**config.mk**
```make
export PLATFORM = sky130hd
export DESIGN_NAME = tl_a_arb2_ctrl_flat
export DESIGN_NICKNAME = d
export VERILOG_FILES = /design/src/rtl/tl_a_arb2_ctrl_pkg.sv /design/src/rtl/tl_a_arb2_ctrl_if.sv /design/src/rtl/tl_a_arb2_ctrl_rr.sv /design/src/rtl/tl_a_arb2_ctrl.sv /design/src/flat_wrapper.sv
export SDC_FILE = /design/constraint.sdc
export NUM_CORES = 1
export LEC_CHECK = 0
export CORE_AREA = 2 2 205 207
export DETAILED_ROUTE_END_ITERATION = 6
export DIE_AREA = 0 0 207 209
export GPL_TIMING_DRIVEN = 0
export REMOVE_ABC_BUFFERS = 1
export SYNTH_ARGS = -nofsm -noshare
export SYNTH_HDL_FRONTEND = slang
export SYNTH_SLANG_ARGS = --single-unit
```
**constraint.sdc**
```tcl
create_clock -name clock -period 8.91 [get_ports clock]
set_clock_uncertainty 0.15 [all_clocks]
set_input_delay 2.673 -clock clock [delete_from_list [all_inputs] [get_ports clock]]
set_output_delay 2.673 -clock clock [all_outputs]
set_load 0.01 [all_outputs]
```
**src/rtl/tl_a_arb2_ctrl_pkg.sv**
```systemverilog
// Shared types, field layout and beat-count helper for the 2:1 TL-UL A/D arbiter.
// A: {opcode, param, size, source, address, mask, data}; D: {opcode, param, size, source, denied, data}.
package tl_a_arb2_ctrl_pkg;

    localparam int SRC_W    = 4;
    localparam int SZ_W     = 3;
    localparam int MAX_SIZE = 6;
    localparam int CNT_W    = MAX_SIZE - 3;
    localparam int BEAT_W   = MAX_SIZE - 2;

    typedef enum logic [2:0] {
        OP_PUT_FULL    = 3'd0,
        OP_PUT_PARTIAL = 3'd1,
        OP_ARITH       = 3'd2,
        OP_LOGICAL     = 3'd3,
        OP_GET         = 3'd4,
        OP_INTENT      = 3'd5
    } tl_a_op_e;

    localparam int A_SRC_LSB  = 64 + 8 + 32;
    localparam int A_SIZE_LSB = A_SRC_LSB + SRC_W;
    localparam int A_OPC_LSB  = A_SIZE_LSB + SZ_W + 3;
    localparam int A_W        = A_OPC_LSB + 3;

    localparam int D_SRC_LSB  = 64 + 1;
    localparam int D_W        = D_SRC_LSB + SRC_W + SZ_W + 2 + 3;

    typedef enum logic {
        ST_IDLE  = 1'b0,
        ST_BURST = 1'b1
    } arb_state_e;

    // Oversized requests are clamped so the burst counter never wraps.
    function automatic logic [BEAT_W-1:0] tl_beats(
        input logic [2:0]      opcode,
        input logic [SZ_W-1:0] size
    );
        logic [SZ_W-1:0]   s;
        logic [BEAT_W-1:0] b;
        s = (size > SZ_W'(MAX_SIZE)) ? SZ_W'(MAX_SIZE) : size;
        b = BEAT_W'(1);
        if (opcode <= OP_LOGICAL && s > SZ_W'(3))
            b = BEAT_W'(1) << (s - SZ_W'(3));
        return b;
    endfunction

endpackage

```
**src/rtl/tl_a_arb2_ctrl_if.sv**
```systemverilog
// Handshake bundle for the 2:1 arbiter: two A requesters, shared A/D slave side,
// and the D fan-out back to both requesters.
interface tl_a_arb2_ctrl_if;
    import tl_a_arb2_ctrl_pkg::*;

    logic           a0_valid;
    logic           a0_ready;
    logic [A_W-1:0] a0_bits;
    logic           a1_valid;
    logic           a1_ready;
    logic [A_W-1:0] a1_bits;
    logic           out_valid;
    logic           out_ready;
    logic [A_W:0]   out_bits;
    logic           d_valid;
    logic           d_ready;
    logic [D_W:0]   d_bits;
    logic           d0_valid;
    logic           d0_ready;
    logic           d1_valid;
    logic           d1_ready;
    logic [D_W-1:0] dq_bits;

    modport slave (
        input  a0_valid, a0_bits, a1_valid, a1_bits,
        input  out_ready, d_valid, d_bits, d0_ready, d1_ready,
        output a0_ready, a1_ready, out_valid, out_bits,
        output d_ready, d0_valid, d1_valid, dq_bits
    );

    modport master (
        output a0_valid, a0_bits, a1_valid, a1_bits,
        output out_ready, d_valid, d_bits, d0_ready, d1_ready,
        input  a0_ready, a1_ready, out_valid, out_bits,
        input  d_ready, d0_valid, d1_valid, dq_bits
    );

endinterface

```
**src/rtl/tl_a_arb2_ctrl_rr.sv**
```systemverilog
// Round-robin grant for two requesters with a lock held for the length of a
// multi-beat A burst.
module tl_a_arb2_ctrl_rr
    import tl_a_arb2_ctrl_pkg::*;
(
    input  logic              clock,
    input  logic              reset,
    input  logic              req0_i,
    input  logic              req1_i,
    input  logic              fire_i,
    input  logic [BEAT_W-1:0] beats_i,
    output logic              gnt_o,
    output logic              gnt_vld_o
);

    arb_state_e       state_q, state_d;
    logic             last_q, last_d;
    logic             owner_q, owner_d;
    logic [CNT_W-1:0] cnt_q, cnt_d;

    always_ff @(posedge clock or posedge reset) begin
        if (reset) begin
            state_q <= ST_IDLE;
            last_q  <= 1'b1;
            owner_q <= 1'b0;
            cnt_q   <= '0;
        end else begin
            state_q <= state_d;
            last_q  <= last_d;
            owner_q <= owner_d;
            cnt_q   <= cnt_d;
        end
    end

    // A tie goes to the port that did not win last time.
    assign gnt_o = (state_q == ST_BURST) ? owner_q :
                   (req0_i & req1_i)     ? ~last_q : req1_i;
    assign gnt_vld_o = (state_q == ST_BURST) | req0_i | req1_i;

    always_comb begin
        state_d = state_q;
        last_d  = last_q;
        owner_d = owner_q;
        cnt_d   = cnt_q;
        unique case (state_q)
            ST_IDLE: begin
                if (fire_i) begin
                    last_d = gnt_o;
                    if (beats_i > BEAT_W'(1)) begin
                        owner_d = gnt_o;
                        cnt_d   = CNT_W'(beats_i - BEAT_W'(1));
                        state_d = ST_BURST;
                    end
                end
            end
            ST_BURST: begin
                if (fire_i) begin
                    cnt_d = cnt_q - CNT_W'(1);
                    if (cnt_q == CNT_W'(1))
                        state_d = ST_IDLE;
                end
            end
            default: state_d = ST_IDLE;
        endcase
    end

endmodule

```
**src/rtl/tl_a_arb2_ctrl.sv**
```systemverilog
// Burst-aware 2:1 TL-UL arbiter: muxes A onto one slave port tagging the
// requester ID into the source MSB, and routes D back by that bit.
module tl_a_arb2_ctrl
    import tl_a_arb2_ctrl_pkg::*;
(
    input logic             clock,
    input logic             reset,
    tl_a_arb2_ctrl_if.slave bus
);

    logic              gnt;
    logic              gnt_vld;
    logic              fire;
    logic              d_sel;
    logic [A_W-1:0]    a_sel;
    logic [BEAT_W-1:0] beats;

    tl_a_arb2_ctrl_rr u_rr (
        .clock     (clock),
        .reset     (reset),
        .req0_i    (bus.a0_valid),
        .req1_i    (bus.a1_valid),
        .fire_i    (fire),
        .beats_i   (beats),
        .gnt_o     (gnt),
        .gnt_vld_o (gnt_vld)
    );

    assign a_sel = gnt ? bus.a1_bits : bus.a0_bits;
    assign beats = tl_beats(a_sel[A_OPC_LSB +: 3], a_sel[A_SIZE_LSB +: SZ_W]);

    assign bus.out_valid = gnt_vld & (gnt ? bus.a1_valid : bus.a0_valid);
    assign bus.a0_ready  = gnt_vld & ~gnt & bus.out_ready;
    assign bus.a1_ready  = gnt_vld &  gnt & bus.out_ready;
    assign fire          = bus.out_valid & bus.out_ready;

    // Grant ID becomes the new source MSB; fields above it shift up one bit.
    assign bus.out_bits = {a_sel[A_W-1:A_SRC_LSB+SRC_W], gnt,
                           a_sel[A_SRC_LSB+SRC_W-1:0]};

    assign d_sel        = bus.d_bits[D_SRC_LSB+SRC_W];
    assign bus.d0_valid = bus.d_valid & ~d_sel;
    assign bus.d1_valid = bus.d_valid &  d_sel;
    assign bus.d_ready  = d_sel ? bus.d1_ready : bus.d0_ready;
    assign bus.dq_bits  = {bus.d_bits[D_W:D_SRC_LSB+SRC_W+1],
                           bus.d_bits[D_SRC_LSB+SRC_W-1:0]};

endmodule

```
**src/flat_wrapper.sv**
```systemverilog
// flat-port wrapper written by rule: the top's interface ports become plain ports
module tl_a_arb2_ctrl_flat import tl_a_arb2_ctrl_pkg::*;
  (clock, reset, bus_a0_valid, bus_a0_bits, bus_a1_valid, bus_a1_bits, bus_out_ready, bus_d_valid, bus_d_bits, bus_d0_ready, bus_d1_ready, bus_a0_ready, bus_a1_ready, bus_out_valid, bus_out_bits, bus_d_ready, bus_d0_valid, bus_d1_valid, bus_dq_bits);
  tl_a_arb2_ctrl_if bus_i ();
  input logic clock;
  input logic reset;
  input wire logic [$bits(bus_i.a0_valid)-1:0] bus_a0_valid;
  input wire logic [$bits(bus_i.a0_bits)-1:0] bus_a0_bits;
  input wire logic [$bits(bus_i.a1_valid)-1:0] bus_a1_valid;
  input wire logic [$bits(bus_i.a1_bits)-1:0] bus_a1_bits;
  input wire logic [$bits(bus_i.out_ready)-1:0] bus_out_ready;
  input wire logic [$bits(bus_i.d_valid)-1:0] bus_d_valid;
  input wire logic [$bits(bus_i.d_bits)-1:0] bus_d_bits;
  input wire logic [$bits(bus_i.d0_ready)-1:0] bus_d0_ready;
  input wire logic [$bits(bus_i.d1_ready)-1:0] bus_d1_ready;
  output wire logic [$bits(bus_i.a0_ready)-1:0] bus_a0_ready;
  output wire logic [$bits(bus_i.a1_ready)-1:0] bus_a1_ready;
  output wire logic [$bits(bus_i.out_valid)-1:0] bus_out_valid;
  output wire logic [$bits(bus_i.out_bits)-1:0] bus_out_bits;
  output wire logic [$bits(bus_i.d_ready)-1:0] bus_d_ready;
  output wire logic [$bits(bus_i.d0_valid)-1:0] bus_d0_valid;
  output wire logic [$bits(bus_i.d1_valid)-1:0] bus_d1_valid;
  output wire logic [$bits(bus_i.dq_bits)-1:0] bus_dq_bits;
  assign bus_i.a0_valid = bus_a0_valid;
  assign bus_i.a0_bits = bus_a0_bits;
  assign bus_i.a1_valid = bus_a1_valid;
  assign bus_i.a1_bits = bus_a1_bits;
  assign bus_i.out_ready = bus_out_ready;
  assign bus_i.d_valid = bus_d_valid;
  assign bus_i.d_bits = bus_d_bits;
  assign bus_i.d0_ready = bus_d0_ready;
  assign bus_i.d1_ready = bus_d1_ready;
  assign bus_a0_ready = bus_i.a0_ready;
  assign bus_a1_ready = bus_i.a1_ready;
  assign bus_out_valid = bus_i.out_valid;
  assign bus_out_bits = bus_i.out_bits;
  assign bus_d_ready = bus_i.d_ready;
  assign bus_d0_valid = bus_i.d0_valid;
  assign bus_d1_valid = bus_i.d1_valid;
  assign bus_dq_bits = bus_i.dq_bits;
  tl_a_arb2_ctrl u_core (.clock(clock), .reset(reset), .bus(bus_i));
endmodule
```
# After elaboration in Yosys (flattened, before gate mapping)
# Index checks and enable logic that the tools add are counted.
# W data, S select, Z words.
# classes
add_sub_neg,3
magnitude_cmp,4
n_eq_ne,4
shift,1
muxes,16
n_bitwise,15
reduce_logical,4
# ops
cell,count
$mux W117,1
$mux W3,4
$and A1 B1 Y1,9
$mux W1,8
$pmux W3 S2,1
$reduce_and A3 Y1,2
$sub A3 B1 Y3 const B,2
$gt A4 B1 Y1 const B,1
$mux W4,1
$ne A2 B1 Y1 const B,2
$not A1 Y1,4
$shl A1 B3 Y4 const A,1
$eq A3 B1 Y1 const B,1
$gt A3 B2 Y1 const B,1
$gt A3 B3 Y1 const B,1
$le A3 B2 Y1 const B,1
$sub A3 B2 Y3 const B,1
$ne A2 B2 Y1 const B,1
$or A1 B1 Y1,2
$pmux W1 S2,1
$reduce_and A2 Y1,1
$logic_and A1 B1 Y1,1
# word_totals
regBits,6
in_bits,320
output_inout_bits,201
wordCells,51

# Logic depth before layout (Yosys ltp)
# Gate-level depths: netlist of run 1.
# depth
ltp_word,13
depth_mapped,16
depth_no_buf,14

# Modules after synthesis
# From an unflattened synthesis of run 1, not the netlist that was laid out.
# hier_totals
cells_unflattened,282
area_unflattened_um2,2618.8
# by_module_without_submodules
module,instances,cells_each,area_per_inst_um2,seq_area_each_um2
tl_a_arb2_ctrl,1,229,2150.8,0.0
tl_a_arb2_ctrl_rr,1,53,467.9,151.4

# Worst setup path after synthesis of run 1
# OpenSTA, ideal clock, no wires.
# synth_path
path_kind,input-to-output
start,input bus_a0_valid
end,output bus_out_bits[83]
arrival_ns,3.808
slack_ns,2.279
stages,6
path_buffers,3
cell_sequence,and2_1 o21a_1 buf_4 buf_6 buf_2 mux2_2
# synth_via
elab_chain_cells,4
# synth_rtl
element,line_no,text
start: declaration,flat_wrapper.sv:7,input wire logic [$bits(bus_i.a0_valid)-1:0] bus_a0_valid;
$and A1 B1 Y1,tl_a_arb2_ctrl_rr.sv:37,(req0_i & req1_i) ? ~last_q : req1_i;
$mux W1,tl_a_arb2_ctrl_rr.sv:37,
$mux W1,tl_a_arb2_ctrl_rr.sv:36,assign gnt_o = (state_q == ST_BURST) ? owner_q :
$mux W117,tl_a_arb2_ctrl.sv:29,assign a_sel = gnt ? bus.a1_bits : bus.a0_bits;
end: declaration,flat_wrapper.sv:19,output wire logic [$bits(bus_i.out_bits)-1:0] bus_out_bits;
# Every way passes these cells.

# Worst setup path after layout of run 1
# layout_path
start,input bus_a0_valid
end,output bus_out_bits[64]
# Same word-level chain as after synthesis.

==> results.py, run 1 <==
metrics = {
    "timing": {
        "period_needed_ns": 8.32,
        "hold_viol": 0,
        "fin_crit_sh_pct": 93.4,
        "fmax_ghz": 0.120,
        "layout_setup_ws_ns": 0.590,
        "rsz0062_at_grt": "no",
        "finalSetupViolCount": 0,
        "worstMarginPinSlew_ns": 0.922,
        "maxSlewViolCount": 0,
        "slew_headroom_pct": 38.5,
    },
    "synthesis": {
        "netlist_area_mm2": 0.00261,
        "synth_flop_cell": "dfrtp_1",
        "synth.yosys.warnings": 0,
        "synth_compound_area_share_pct": 6.29,
        "syn_avg_cell_area_um2": 9.41,
        "yosysSeqAreaShare_pct": 5.81,
        "synth-edff-count": 0,
        "synthAdderAreaFrac_pct": 2.40,
        "synth_xor_area_share_pct": 0.336,
        "muxShareOfSynthArea_pct": 51.9,
        "synth_top_family_by_area": "multiplexers",
        "ys_types": 40,
        "netlist_instances": 277,
        "yosys.area_share.simple_pct": 5.95,
        "async_flop_share_pct": 100,
        "ys_seq_elements": 6,
    },
    "placement": {
        "place_inst": 1090,
        "pre_cts_ws_ns": 0.526,
        "dp_hpwl_um": 22400,
        "port_buffers": 366,
        "gp_congestion": 0.769,
    },
    "global_route": {
        "grt_pass1_vias": 3734,
        "grt_start_max_net_pins": 62,
        "grt_pass1_wl_um": 31900,
        "grt_use_total_pct": 10.8,
        "grt_overflow": 0,
        "antenna_found_initial": 0,
    },
    "floorplan": {
        "die_area_mm2": 0.0433,
        "start_util_pct": 6.32,
        "std_cell_rows": 75,
        "ios": 521,
        "die_height_um": 209,
        "coreArea_mm2": 0.0413,
        "die_width_um": 207,
    },
    "route": {
        "top_layer": "met5",
        "wl_met3_um": 5810,
        "wl_um": 24900,
        "first_iter_violations": 129,
        "dr.pass1.iters": 4,
        "vias": 3408,
        "drc_errors": 0,
        "via_per_inst": 3.12,
        "wl_met1_um": 9450,
        "postRouteAntennaNets": 0,
        "routed-wl-met2_um": 9260,
        "wl_per_cell_um": 22.7,
    },
    "setup_path": {
        "timing.critical_path.fanout_max": 61,
        "regToRegStartpoint": "u_core.u_rr.state_q",
        "cp_data_required_time_ns": 6.09,
        "cp-end-kind": "output pin",
        "reg2reg_depth": 14,
        "critical_path_class": "input pin to output pin",
        "endpoint": "bus_out_bits[64]",
        "startpoint_type": "input pin",
        "worstReg2RegEnd": "u_core.u_rr.owner_q",
        "crit_arrival_ns": 5.50,
        "startpoint": "bus_a0_valid",
        "ff2ff_setup_slack_ns": 4.05,
    },
    "clocking": {
        "root_buffer": "clkbuf_16",
        "worstSkewPairLatency_ns": 0.23,
        "cts_resized": 0,
        "cts_buffer_depth": 2,
        "cts_tree": "done",
        "cts_max_level": 1,
        "numCtsBuffers": 3,
        "cts_setup_buffers": 0,
        "clkSinkCount": 6,
        "clk_transition_reported_paths_ns": 0.03,
        "cts_hold_buffers": 0,
    },
    "layout": {
        "final_util_pct": 15.5,
        "ff_latch_area_um2": 151,
        "multiInputGateArea_mm2": 0.00175,
        "final_cells": 1094,
        "areaGrowthSynthToFinish_pct": 145,
        "nets": 881,
        "drive_gt1_share_pct": 23.4,
        "diodes": 0,
        "final.fill_count": 4667,
    },
    "pwr": {
        "ir_drop_uv": 117,
        "p_per_area_mw_per_mm2": 193,
        "p_leak_nw": 2.25,
        "finalPower_mw": 1.23,
    },
    "outcome": {
        "run_status": "finished, final reports clean",
    },
    "flow_run": {
        "maxCapViolCount": 0,
    },
    "min_path": {
        "hp-class": "register to register",
    },
}
per-stage QoR:
step	setup TNS, ns	hold slack (ns)	instance area (um^2)
floorplan	-0.147	0.345	1930
global placement	-327.06	0.376	6270
detailed placement	0	0.365	6300
CTS	0	0.369	6380
global route	0	0.405	6380
finish	0	0.368	6380
synth_stat cells (2+ instances only):
cell      count  area, um^2
and3_1        3        18.8
nor4b_1       2        17.5
ha_1          5        62.6
nor2b_1       2        12.5
o311a_1       2        20.0
and2_1        2        12.5
buf_2         9        45.0
and3b_1       2        17.5
buf_6         2        22.5
nor3b_1       2        15.0
buf_4        81         608
a21oi_1       5        25.0
nor2_1        2        7.51
inv_1         7        26.3
mux2_2      118        1330
o21a_1        3        22.5
a221oi_2      2        30.0
dfrtp_1       5         125
nand2b_1      2        12.5
where the power goes:
group / switching [mW] / internal (mW)
sequential: 0.0161 / 0.0422
combinational: 0.472 / 0.624
clock: 0.0157 / 0.0594
total: 0.504 / 0.725
cell usage in the layout (no fill, tap or decap), types with 3 or more instances in the layout:
master,count
clkdlybuf4s50_1,366
mux2_2,118
dfrtp_1,5
a21oi_1,5
ha_1,5
inv_1,7
and3_1,3
clkbuf_16,3
registers in the layout (all words and copies together) (netlist names):
signal / cells
u_core.u_rr.last_q: 1
u_core.u_rr.state_q: 1
u_core.u_rr.owner_q: 1
u_core.u_rr.cnt_q: 3
cells by family after synthesis:
group                    after synthesis
XOR/XNOR                               1
AO/OA/AOI/OAI                         20
buffers and inverters                101
multiplexers                         120
adder cells (fa/ha/maj)                5
flip-flops                             6
AND/OR/NAND/NOR                       24
final cells by class:
| type | instances | area share, % |
|---|---|---|
| repair buffers | 367 | 57.9 |
| multi-input cells | 170 | 27.5 |
| well taps | 539 | 10.6 |
| flip-flops and latches | 6 | 2.37 |
| clock buffers | 4 | 1.24 |
| inverters | 8 | 0.510 |
metal layers:
metal	GRT usage [%]	up-vias
li1	-	1468
met1	11.7	1550
met2	14.1	376
met3	11.8	10
met4	0.517	4
met5	4.89	-
how the worst min path moves through the flow:
| stage | endpoint | slack [ns] | cells after the start | from |
|---|---|---|---|---|
| 2_1_floorplan | u_core.u_rr.last_q | 0.34 | 2 | u_core.u_rr.last_q |
| 3_3_place_gp | u_core.u_rr.last_q | 0.38 | 2 | u_core.u_rr.last_q |
| 3_5_place_dp | u_core.u_rr.last_q | 0.36 | 2 | u_core.u_rr.last_q |
| 4_1_cts | u_core.u_rr.last_q | 0.37 | 2 | u_core.u_rr.last_q |
| 5_1_grt | u_core.u_rr.last_q | 0.40 | 2 | u_core.u_rr.last_q |
| 6_report | u_core.u_rr.last_q | 0.37 | 2 | u_core.u_rr.last_q |
critical path: stages:
cell and delay (ns):
clkdlybuf4s50_1 0.54, and2_1 0.21, o21a_4 0.69, buf_16 0.32, mux2_2 0.39, clkdlybuf4s50_1 0.55
No activity file was read; power rests on OpenSTA's default activity.
==> run 2, diff against run 1 <==
- CTS_CLUSTER_DIAMETER: default -> 150
==> results of run 2 <==
Same layout as run 1: the final DEF is identical, and so are final timing and power.
==> run 3, diff against run 2 <==
- CELL_PAD_IN_SITES_DETAIL_PLACEMENT: default -> 1
- CELL_PAD_IN_SITES_GLOBAL_PLACEMENT: default -> 1
- CORE_AREA: 2 2 205 207 -> 2 2 202 204
- DIE_AREA: 0 0 207 209 -> 0 0 204 206
- PLACE_DENSITY: default -> 0.55
==> results.py, run 3 (synthesis gave the netlist of run 1 again) <==
metrics = {
    "layout": {
        "areaGrowthSynthToFinish_pct": 144,
        "diodes": 0,
        "largest_reg_flops": 3,
        "final_cell_mix": "clkdlybuf4s50_1 (366), mux2_2 (118), inv_1 (7)",
        "largest-register": "u_core.u_rr.cnt_q",
        "final_common_cell": "clkdlybuf4s50_1",
        "nets": 881,
        "drive_gt1_share_pct": 23.4,
        "design_area_mm2": 0.00637,
    },
    "outcome": {
        "run_status": "finished, final reports clean",
    },
    "setup_path": {
        "slowest_delay_ns": 0.71,
        "critPathTopFamily": "buffers and inverters",
        "reg2reg_depth": 15,
        "worstReg2RegEnd": "u_core.u_rr.owner_q",
        "ff2ff_setup_slack_ns": 3.85,
        "crit_slowest_cell": "o21a_4",
        "cp_common_cell": "clkdlybuf4s50_1",
        "timing.critical_path.fanout_max": 61,
        "regToRegStartpoint": "u_core.u_rr.state_q",
        "worstPathCellList": "clkdlybuf4s50_1 > and2_1 > o21a_4 > buf_16 > mux2_2 > clkdlybuf4s50_1",
        "cp_data_required_time_ns": 6.09,
        "startpoint_type": "input pin",
        "critical_path_class": "input pin to output pin",
        "critPathBufInv": 3,
        "crit_arrival_ns": 5.52,
        "cp-end-kind": "output pin",
    },
    "timing": {
        "maxSlewViolCount": 0,
        "hold_viol": 0,
        "fin_crit_sh_pct": 93.7,
        "layout_setup_ws_ns": 0.565,
        "setup_tns_ns": 0,
        "period_needed_ns": 8.34,
        "worstMarginPinSlew_ns": 0.915,
        "holdWs_ns": 0.372,
        "rsz0062_at_grt": "no",
        "fmax_ghz": 0.120,
        "finalSetupViolCount": 0,
        "slew_headroom_pct": 39.0,
    },
    "clocking": {
        "clkSinkCount": 6,
        "worstSkewPairLatency_ns": 0.24,
        "cts_setup_buffers": 0,
        "cts_max_level": 1,
        "cts_hold_buffers": 0,
        "cts_tree": "done",
        "numCtsBuffers": 3,
        "clk_transition_reported_paths_ns": 0.03,
        "root_buffer": "clkbuf_16",
        "cts_resized": 0,
        "cts_buffer_depth": 2,
    },
    "floorplan": {
        "std_cell_rows": 74,
        "die_width_um": 204,
        "ios": 521,
        "die_height_um": 206,
        "start_util_pct": 6.49,
        "die_area_mm2": 0.0420,
        "coreArea_mm2": 0.0402,
    },
    "global_route": {
        "grt_overflow": 0,
        "grt_pass1_vias": 3721,
        "grt_pass1_wl_um": 34700,
        "antenna_found_initial": 1,
        "grt_start_max_net_pins": 62,
        "grt_use_total_pct": 12.6,
    },
    "placement": {
        "pre_cts_ws_ns": 0.503,
        "dp_hpwl_um": 25100,
        "gp_congestion": 0.738,
        "dpl_cell_area_mm2": 0.00629,
        "port_buffers": 366,
    },
    "min_path": {
        "hold_start": "u_core.u_rr.last_q",
        "hold_depth": 2,
        "min_to": "u_core.u_rr.last_q",
        "hp-class": "register to register",
    },
    "route": {
        "wl_per_cell_um": 25.9,
        "vias": 3400,
        "via_per_inst": 3.13,
        "first_iter_violations": 110,
        "postRouteAntennaNets": 0,
        "drc_errors": 0,
        "dr.pass1.iters": 4,
        "wl_um": 28200,
    },
    "pwr": {
        "finalPower_mw": 1.25,
        "ir_drop_uv": 144,
        "p_per_area_mw_per_mm2": 196,
        "p_leak_nw": 2.25,
    },
    "flow_run": {
        "maxCapViolCount": 0,
    },
}
## run 3: area by class of cell
class,instances,area (um^2)
clock buffer,4,78.8
fill,4717,33800
inverter,8,32.5
multi-input combinational,170,1750
sequential,6,151
tap,532,666
timing repair buffer,367,3690
## run 3: per-stage QoR
step	utilization (%)	cells
6_report	15.9	1087
3_3_place_gp	15.6	1082
3_5_place_dp	15.7	1083
2_1_floorplan	-	184
4_1_cts	15.9	1087
5_1_grt	15.9	1087
## run 3: worst max-delay path by stage
stage	start	to	slack [ns]	depth (start not counted)
final	bus_a0_valid	bus_out_bits[58]	0.57	6
after global routing	bus_a0_valid	bus_out_bits[88]	0.40	6
after CTS	bus_a0_valid	bus_out_bits[53]	0.50	6
after detailed placement	bus_a0_valid	bus_out_bits[53]	0.50	6
after global placement	bus_a0_valid	bus_out_bits[50]	-3.04	5
after floorplan	bus_a0_valid	bus_out_bits[111]	-0.05	4
## run 3: tightest hold or removal path: stages, from the launching register on
cell     delay, ns
dfstp_2       0.36
a21oi_1       0.11
a21oi_1       0.05
## run 3: metal layers
| layer | vias up | global-route usage, % | part of all wire [%] | wire length [um] |
|---|---|---|---|---|
| li1 | 1469 | - | - | - |
| met1 | 1540 | 13.1 | 36 | 10000 |
| met2 | 352 | 16.1 | 37 | 10600 |
| met5 | - | 9.52 | 1.9 | 549 |
| met3 | 25 | 14.4 | 24 | 6790 |
| met4 | 14 | 1.24 | 0.95 | 268 |
## run 3: report_power, final
group          switching, mW  total [mW]  internal (mW)
clock network         0.0180      0.0776         0.0596
logic                  0.486        1.11          0.625
registers             0.0168      0.0589         0.0421
total                  0.521        1.25          0.727
